[src/rtl/refill_dispatcher_pkg.sv]
`default_nettype none
// ============================================================================
// Module  : refill_dispatcher_pkg
// Brief   : Shared widths and state encodings for the cache refill path.
// Revision: 1.0 - initial release
// ============================================================================
package refill_dispatcher_pkg;

    localparam int ADDR_WIDTH      = 8;
    localparam int INDEX_WIDTH     = 4;
    localparam int TAG_WIDTH       = ADDR_WIDTH - INDEX_WIDTH;
    localparam int MEM_DATA_WIDTH  = 32;
    localparam int WORDS_PER_BLOCK = 10;
    localparam int BLOCK_WIDTH     = MEM_DATA_WIDTH * WORDS_PER_BLOCK;
    localparam int OFFSET_WIDTH    = 4;

    localparam int STATE_WIDTH = 2;
    localparam logic [STATE_WIDTH-1:0] ST_IDLE      = 2'd0;
    localparam logic [STATE_WIDTH-1:0] ST_WAIT_DATA = 2'd1;
    localparam logic [STATE_WIDTH-1:0] ST_WRITE     = 2'd2;
    localparam logic [STATE_WIDTH-1:0] ST_RESPOND   = 2'd3;

endpackage
`default_nettype wire

[src/rtl/refill_dispatcher_block_word_select.sv]
`default_nettype none
// ============================================================================
// Module  : block_word_select
// Brief   : Picks one 32-bit word out of a 10-word block and flags offsets
//           that fall past the end of the block. Purely combinational.
// Revision: 1.0 - initial release
// ============================================================================
module block_word_select #(
    parameter int MEM_DATA_WIDTH  = refill_dispatcher_pkg::MEM_DATA_WIDTH,
    parameter int WORDS_PER_BLOCK = refill_dispatcher_pkg::WORDS_PER_BLOCK,
    parameter int OFFSET_WIDTH    = refill_dispatcher_pkg::OFFSET_WIDTH
) (
    input  logic [MEM_DATA_WIDTH*WORDS_PER_BLOCK-1:0] i_block,
    input  logic [OFFSET_WIDTH-1:0]                   i_offset,
    output logic [MEM_DATA_WIDTH-1:0]                 o_word,
    output logic                                      o_offset_err
);
    import refill_dispatcher_pkg::*;

    // Fixed-slice case mux keeps the select free of any offset multiplier.
    always_comb begin
        o_word = '0;
        case (i_offset)
            OFFSET_WIDTH'(0): o_word = i_block[0*MEM_DATA_WIDTH +: MEM_DATA_WIDTH];
            OFFSET_WIDTH'(1): o_word = i_block[1*MEM_DATA_WIDTH +: MEM_DATA_WIDTH];
            OFFSET_WIDTH'(2): o_word = i_block[2*MEM_DATA_WIDTH +: MEM_DATA_WIDTH];
            OFFSET_WIDTH'(3): o_word = i_block[3*MEM_DATA_WIDTH +: MEM_DATA_WIDTH];
            OFFSET_WIDTH'(4): o_word = i_block[4*MEM_DATA_WIDTH +: MEM_DATA_WIDTH];
            OFFSET_WIDTH'(5): o_word = i_block[5*MEM_DATA_WIDTH +: MEM_DATA_WIDTH];
            OFFSET_WIDTH'(6): o_word = i_block[6*MEM_DATA_WIDTH +: MEM_DATA_WIDTH];
            OFFSET_WIDTH'(7): o_word = i_block[7*MEM_DATA_WIDTH +: MEM_DATA_WIDTH];
            OFFSET_WIDTH'(8): o_word = i_block[8*MEM_DATA_WIDTH +: MEM_DATA_WIDTH];
            OFFSET_WIDTH'(9): o_word = i_block[9*MEM_DATA_WIDTH +: MEM_DATA_WIDTH];
            default:          o_word = '0;
        endcase
    end

    assign o_offset_err = (i_offset >= OFFSET_WIDTH'(WORDS_PER_BLOCK));

endmodule
`default_nettype wire

[src/rtl/refill_dispatcher.sv]
`default_nettype none
// ============================================================================
// Module  : refill_dispatcher
// Brief   : Captures a miss, waits for the refill block, writes it into the
//           data/tag array and returns the requested word to the user port.
// Revision: 1.0 - initial release
// ============================================================================
module refill_dispatcher #(
    parameter int ADDR_WIDTH      = refill_dispatcher_pkg::ADDR_WIDTH,
    parameter int INDEX_WIDTH     = refill_dispatcher_pkg::INDEX_WIDTH,
    parameter int MEM_DATA_WIDTH  = refill_dispatcher_pkg::MEM_DATA_WIDTH,
    parameter int WORDS_PER_BLOCK = refill_dispatcher_pkg::WORDS_PER_BLOCK,
    parameter int OFFSET_WIDTH    = refill_dispatcher_pkg::OFFSET_WIDTH
) (
    input  logic                                      clk,
    input  logic                                      arst_n,
    input  logic                                      i_halt,
    input  logic [ADDR_WIDTH-1:0]                     i_miss_block_addr,
    input  logic [OFFSET_WIDTH-1:0]                   i_miss_word_offset,
    input  logic                                      i_miss_valid,
    output logic                                      o_miss_ready,
    input  logic [MEM_DATA_WIDTH*WORDS_PER_BLOCK-1:0] i_mem_block_data,
    input  logic                                      i_mem_data_received,
    output logic                                      o_arr_wr_en,
    output logic [INDEX_WIDTH-1:0]                    o_arr_wr_index,
    output logic [ADDR_WIDTH-INDEX_WIDTH-1:0]         o_arr_wr_tag,
    output logic [MEM_DATA_WIDTH*WORDS_PER_BLOCK-1:0] o_arr_wr_data,
    output logic [MEM_DATA_WIDTH-1:0]                 o_user_data,
    output logic                                      o_user_data_valid,
    input  logic                                      i_user_ready,
    output logic                                      o_offset_err,
    output logic                                      o_refill_done
);
    import refill_dispatcher_pkg::*;

    localparam int c_block_width = MEM_DATA_WIDTH * WORDS_PER_BLOCK;

    logic [STATE_WIDTH-1:0]    r_state;
    logic [STATE_WIDTH-1:0]    w_next_state;
    logic [ADDR_WIDTH-1:0]     r_addr;
    logic [OFFSET_WIDTH-1:0]   r_offset;
    logic [c_block_width-1:0]  r_block;
    logic [MEM_DATA_WIDTH-1:0] r_user_data;
    logic                      r_user_valid;
    logic                      r_offset_err;
    logic [MEM_DATA_WIDTH-1:0] w_sel_word;
    logic                      w_sel_err;
    logic                      w_miss_ready;
    logic                      w_wr_en;
    logic                      w_done;

    always_ff @(posedge clk or negedge arst_n) begin
        if (!arst_n) begin
            r_state <= ST_IDLE;
        end else begin
            r_state <= w_next_state;
        end
    end

    // Halt freezes the FSM wherever it is.
    always_comb begin
        w_next_state = r_state;
        if (!i_halt) begin
            case (r_state)
                ST_IDLE:      if (i_miss_valid)        w_next_state = ST_WAIT_DATA;
                ST_WAIT_DATA: if (i_mem_data_received) w_next_state = ST_WRITE;
                ST_WRITE:                              w_next_state = ST_RESPOND;
                ST_RESPOND:   if (i_user_ready)        w_next_state = ST_IDLE;
                default:                               w_next_state = ST_IDLE;
            endcase
        end
    end

    always_comb begin
        w_miss_ready = 1'b0;
        w_wr_en      = 1'b0;
        w_done       = 1'b0;
        case (r_state)
            ST_IDLE:    w_miss_ready = ~i_halt;
            ST_WRITE:   w_wr_en      = ~i_halt;
            ST_RESPOND: w_done       = i_user_ready & ~i_halt;
            default:    ;
        endcase
    end

    block_word_select #(
        .MEM_DATA_WIDTH  (MEM_DATA_WIDTH),
        .WORDS_PER_BLOCK (WORDS_PER_BLOCK),
        .OFFSET_WIDTH    (OFFSET_WIDTH)
    ) u_word_select (
        .i_block      (r_block),
        .i_offset     (r_offset),
        .o_word       (w_sel_word),
        .o_offset_err (w_sel_err)
    );

    // The user word is loaded while the array is written so it is ready the
    // cycle after the write strobe.
    always_ff @(posedge clk or negedge arst_n) begin
        if (!arst_n) begin
            r_addr       <= '0;
            r_offset     <= '0;
            r_block      <= '0;
            r_user_data  <= '0;
            r_user_valid <= 1'b0;
            r_offset_err <= 1'b0;
        end else if (!i_halt) begin
            if (w_miss_ready && i_miss_valid) begin
                r_addr   <= i_miss_block_addr;
                r_offset <= i_miss_word_offset;
            end
            if ((r_state == ST_WAIT_DATA) && i_mem_data_received) begin
                r_block <= i_mem_block_data;
            end
            if (r_state == ST_WRITE) begin
                r_user_data  <= w_sel_word;
                r_offset_err <= w_sel_err;
                r_user_valid <= 1'b1;
            end
            if (w_done) begin
                r_user_data  <= '0;
                r_offset_err <= 1'b0;
                r_user_valid <= 1'b0;
            end
        end
    end

    assign o_miss_ready      = w_miss_ready;
    assign o_arr_wr_en       = w_wr_en;
    assign o_refill_done     = w_done;
    assign o_arr_wr_index    = r_addr[INDEX_WIDTH-1:0];
    assign o_arr_wr_tag      = r_addr[ADDR_WIDTH-1:INDEX_WIDTH];
    assign o_arr_wr_data     = r_block;
    assign o_user_data       = r_user_data;
    assign o_user_data_valid = r_user_valid;
    assign o_offset_err      = r_offset_err;

endmodule
`default_nettype wire

[config.mk]
export PLATFORM = sky130hd
export DESIGN_NAME = refill_dispatcher
export DESIGN_NICKNAME = d
export VERILOG_FILES = /design/src/rtl/refill_dispatcher_pkg.sv /design/src/rtl/refill_dispatcher_block_word_select.sv /design/src/rtl/refill_dispatcher.sv
export SDC_FILE = /design/constraint.sdc
export NUM_CORES = 1
export LEC_CHECK = 0
export ABC_AREA = 0
export CORE_AREA = 3 3 275 277
export CTS_CLUSTER_DIAMETER = 200
export DETAILED_ROUTE_END_ITERATION = 12
export DIE_AREA = 0 0 278 280
export PLACE_DENSITY = 0.58
export SYNTH_ARGS = -nofsm -noshare
export SYNTH_HDL_FRONTEND = slang
export SYNTH_SLANG_ARGS = --single-unit
[constraint.sdc]
create_clock -name clk -period 2.3 [get_ports clk]
set_input_delay 0.69 -clock clk [delete_from_list [all_inputs] [get_ports clk]]
set_output_delay 0.69 -clock clk [all_outputs]
set_load 0.02 [all_outputs]
==> results.cfg, run 1 <==
[status]
status = finished, final reports clean

[critical_path]
rr_startpoint = r_offset[2]$_DFFE_PN0P_
crit_required_ps = 2790
cp_data_arrival_time_ps = 2770
path_common_cell = buf_4
worstPathCellList = buf_4 -> and2_1 -> buf_4 -> a22oi_1 -> o22ai_1 -> nor3_1 -> o21ai_1
critPathSlowestCell = o22ai_1
path_class = reg2reg
ff2ff_path_depth = 7
reg2reg_slack_ps = 20
slowest_delay_ps = 640
rr_endpoint = o_user_data[8]$_DFFE_PN0P_
crit_path_end_kind = flip-flop
path_max_fanout = 9
critPathLaunchType = flip-flop

[clocking]
cts_hold_buf = 0
cts_buffers = 44
cts_tree = built
clkLatencyLatePin_ps = 570
clk_pin_slew_ps = 60
clkSinkCount = 368
clk_path_buf_depth = 3
htreeDepth = 2
clk_root_buffer_cell = clkbuf_16

[synth]
synth.distinct_cells = 38
netlist_instances = 1195
synth_area_leaders = dfrtp_1 (57%), mux2_2 (23%), mux2i_1 (6.0%)
yosys_warnings = 0
synth_nets = 1538
avgSynthCellArea_um2 = 13.6
yosysSeqAreaShare_pct = 56.8
synth_seq_cells = 368
yosys.area.top_type_share_pct = 56.8
syn_area_um2 = 16200
yosysTopAreaCell = dfrtp_1

[pwr]
leakagePower_nw = 12.3
powerDensity_nw_per_um2 = 1530
total_power_mw = 40.8
ir_worst_vdd_mv = 0.794

[grt]
grt_pass1_wl_mm = 109
antenna_found_initial = 4
grt_pass1_vias = 14900
grt_overflow = 0
grt_util_all_layers_pct = 19.2
grt_max_degree = 59

[job]
cap_violations = 0

[detailed_routing]
drtIter0Drc = 579
ant_nets = 0
wl_mm = 77.4
drt-wirelength-per-cell_um = 25.8
vias = 13600
drc = 0
dr.pass1.iters = 5
routed_via_density = 4.53

[min_path]
min-delay-path-class = in2async

[place]
preCtsSetupSlack_ps = -434
place_congestion = 0.896
dpl.cell_count = 2911
placed_area_um2 = 25300
hpwl_mm = 61.3
port_buffers = 702

[floorplanning]
initial_core_util_pct = 22.2
die_height_um = 280
ios = 703
rows = 99
core_area_um2 = 73100
die_w_um = 278
dieArea_um2 = 77800

[final_layout]
fin_area_um2 = 26600
instances_no_fill = 2998
fillers = 7195
area_delta_synth_final_pct = 64.3
drive_gt1_share_pct = 28.3
nets = 2343
layout_common_cells = clkdlybuf4s50_1 (366), dfrtp_1 (364), mux2_2 (332)
final_common_cell = clkdlybuf4s50_1

[sta]
worst_slew_pin_slew_ps = 820
fmax_mhz = 438
rsz0062_at_grt = yes
period_share_pct = 99.2
setup_viol = 0
fin_worst_skew_ps = 15.2
fin_setup_tns_ps = 0
finalMaxSlewViolations = 0
hold_viol = 0
setup_slack_ps = 18.5
slew_headroom_pct = 45.3
fin_crit_ps = 2280
==> sequential cells by signal, summed over array words and instances, names as in the netlist <==
name and flops:
o_arr_wr_data 320, o_offset_err 1, o_user_data 32, o_user_data_valid 1, r_addr 8, r_offset 4
r_state 2
==> cells by family (layout without fill, tap and decap cells) <==
logic type      count (synthesis)  after routing  share of synthesized area, %
other cells                     0              3                             0
simple gates                  134            135                          3.85
mux                           429            429                          29.1
flops                         368            368                          56.8
fa+ha+maj                       5              5                         0.386
compound gates                171            171                          7.13
buf+inv                        88            928                          2.77
==> synthesized netlist by cell type, drive strengths merged <==
cell type and count:
nor2b 10, nand3b 2, o2bb2ai 6, and2 3, and3 7, or3 2
nor2 28, inv 6, o221ai 5, nand2 49, or3b 1, or2 4
buf 67, dfrtp 368, o22a 1, nand3 1, mux2i 97, mux2 332
clkbuf 15, a32o 5, a22o 1, a32oi 1, o21ai 32, a21oi 9
nor3 27, a211oi 10, ha 5, a22oi 42, o22ai 59
==> layout make-up <==
class / count / area (um^2) / area share, %
sequential: 368 / 9220 / 34.6
timing repair buffer: 840 / 8090 / 30.4
clock buffer: 63 / 1230 / 4.63
antenna: 3 / 7.51 / 0.0282
clock inverter: 19 / 226 / 0.850
inverter: 6 / 22.5 / 0.0846
multi-input combinational: 740 / 6640 / 24.9
tap: 959 / 1200 / 4.51
==> through the flow <==
step	hold slack [ps]	utilization, %
final	138	36.4
after global placement	470	34.6
after CTS	110	36.2
after floorplan	394	-
after detailed placement	476	34.6
after global routing	136	36.4
==> report_power, final <==
group,internal (mW),switching [mW],total (mW),leakage [nW]
clock network,4.21,2.92,7.13,0.711
logic,9.23,11.7,21.0,7.15
registers,9.69,3.00,12.7,4.46
total,23.1,17.6,40.8,12.3
==> how the worst max path moves through the flow <==
stage                     depth (start not counted)                     from                          end  slack [ps]
after global placement                            4             i_user_ready                o_refill_done        -460
after CTS                                         5   r_state[1]$_DFFE_PN0P_                 o_miss_ready        -110
after floorplan                                   6   r_state[0]$_DFFE_PN0P_  o_user_data[12]$_DFFE_PN0P_         440
after detailed placement                          4             i_user_ready                o_refill_done        -430
after global routing                              5   r_state[0]$_DFFE_PN0P_                 o_miss_ready         -20
final                                             7  r_offset[2]$_DFFE_PN0P_   o_user_data[8]$_DFFE_PN0P_          20
==> critical path, delay by kind of cell (launching register included) <==
family	cells	cell delay [ps]
flops	1	430
compound gates	3	900
buf+inv	2	440
simple gates	2	410
==> per-layer routing <==
| layer | vias to the layer above | wire (um) | share of wire (%) | GRT usage, % |
|---|---|---|---|---|
| met5 | - | 0 | 0 | 0 |
| met4 | 0 | 2390 | 3.1 | 6.27 |
| met3 | 116 | 4800 | 6.2 | 4.23 |
| met2 | 557 | 37400 | 48 | 32.7 |
| met1 | 6859 | 32800 | 42 | 24.3 |
| li1 | 6035 | - | - | - |
==> timing repair <==
item                                   4_1_cts  5_1_grt
setup endpoints to repair                  291       52
resized for setup                          303       64
buffers inserted                             0        1
pin swaps                                    1        1
gates cloned                                 1        0
endpoints found under the hold margin        0        0
(Power assumes the default switching activity.)
==> run 2: changes to the inputs <==
- TNS_END_PERCENT: not set -> 30
==> results of run 2 <==
Final layout, timing and power as in run 1 (identical DEF).
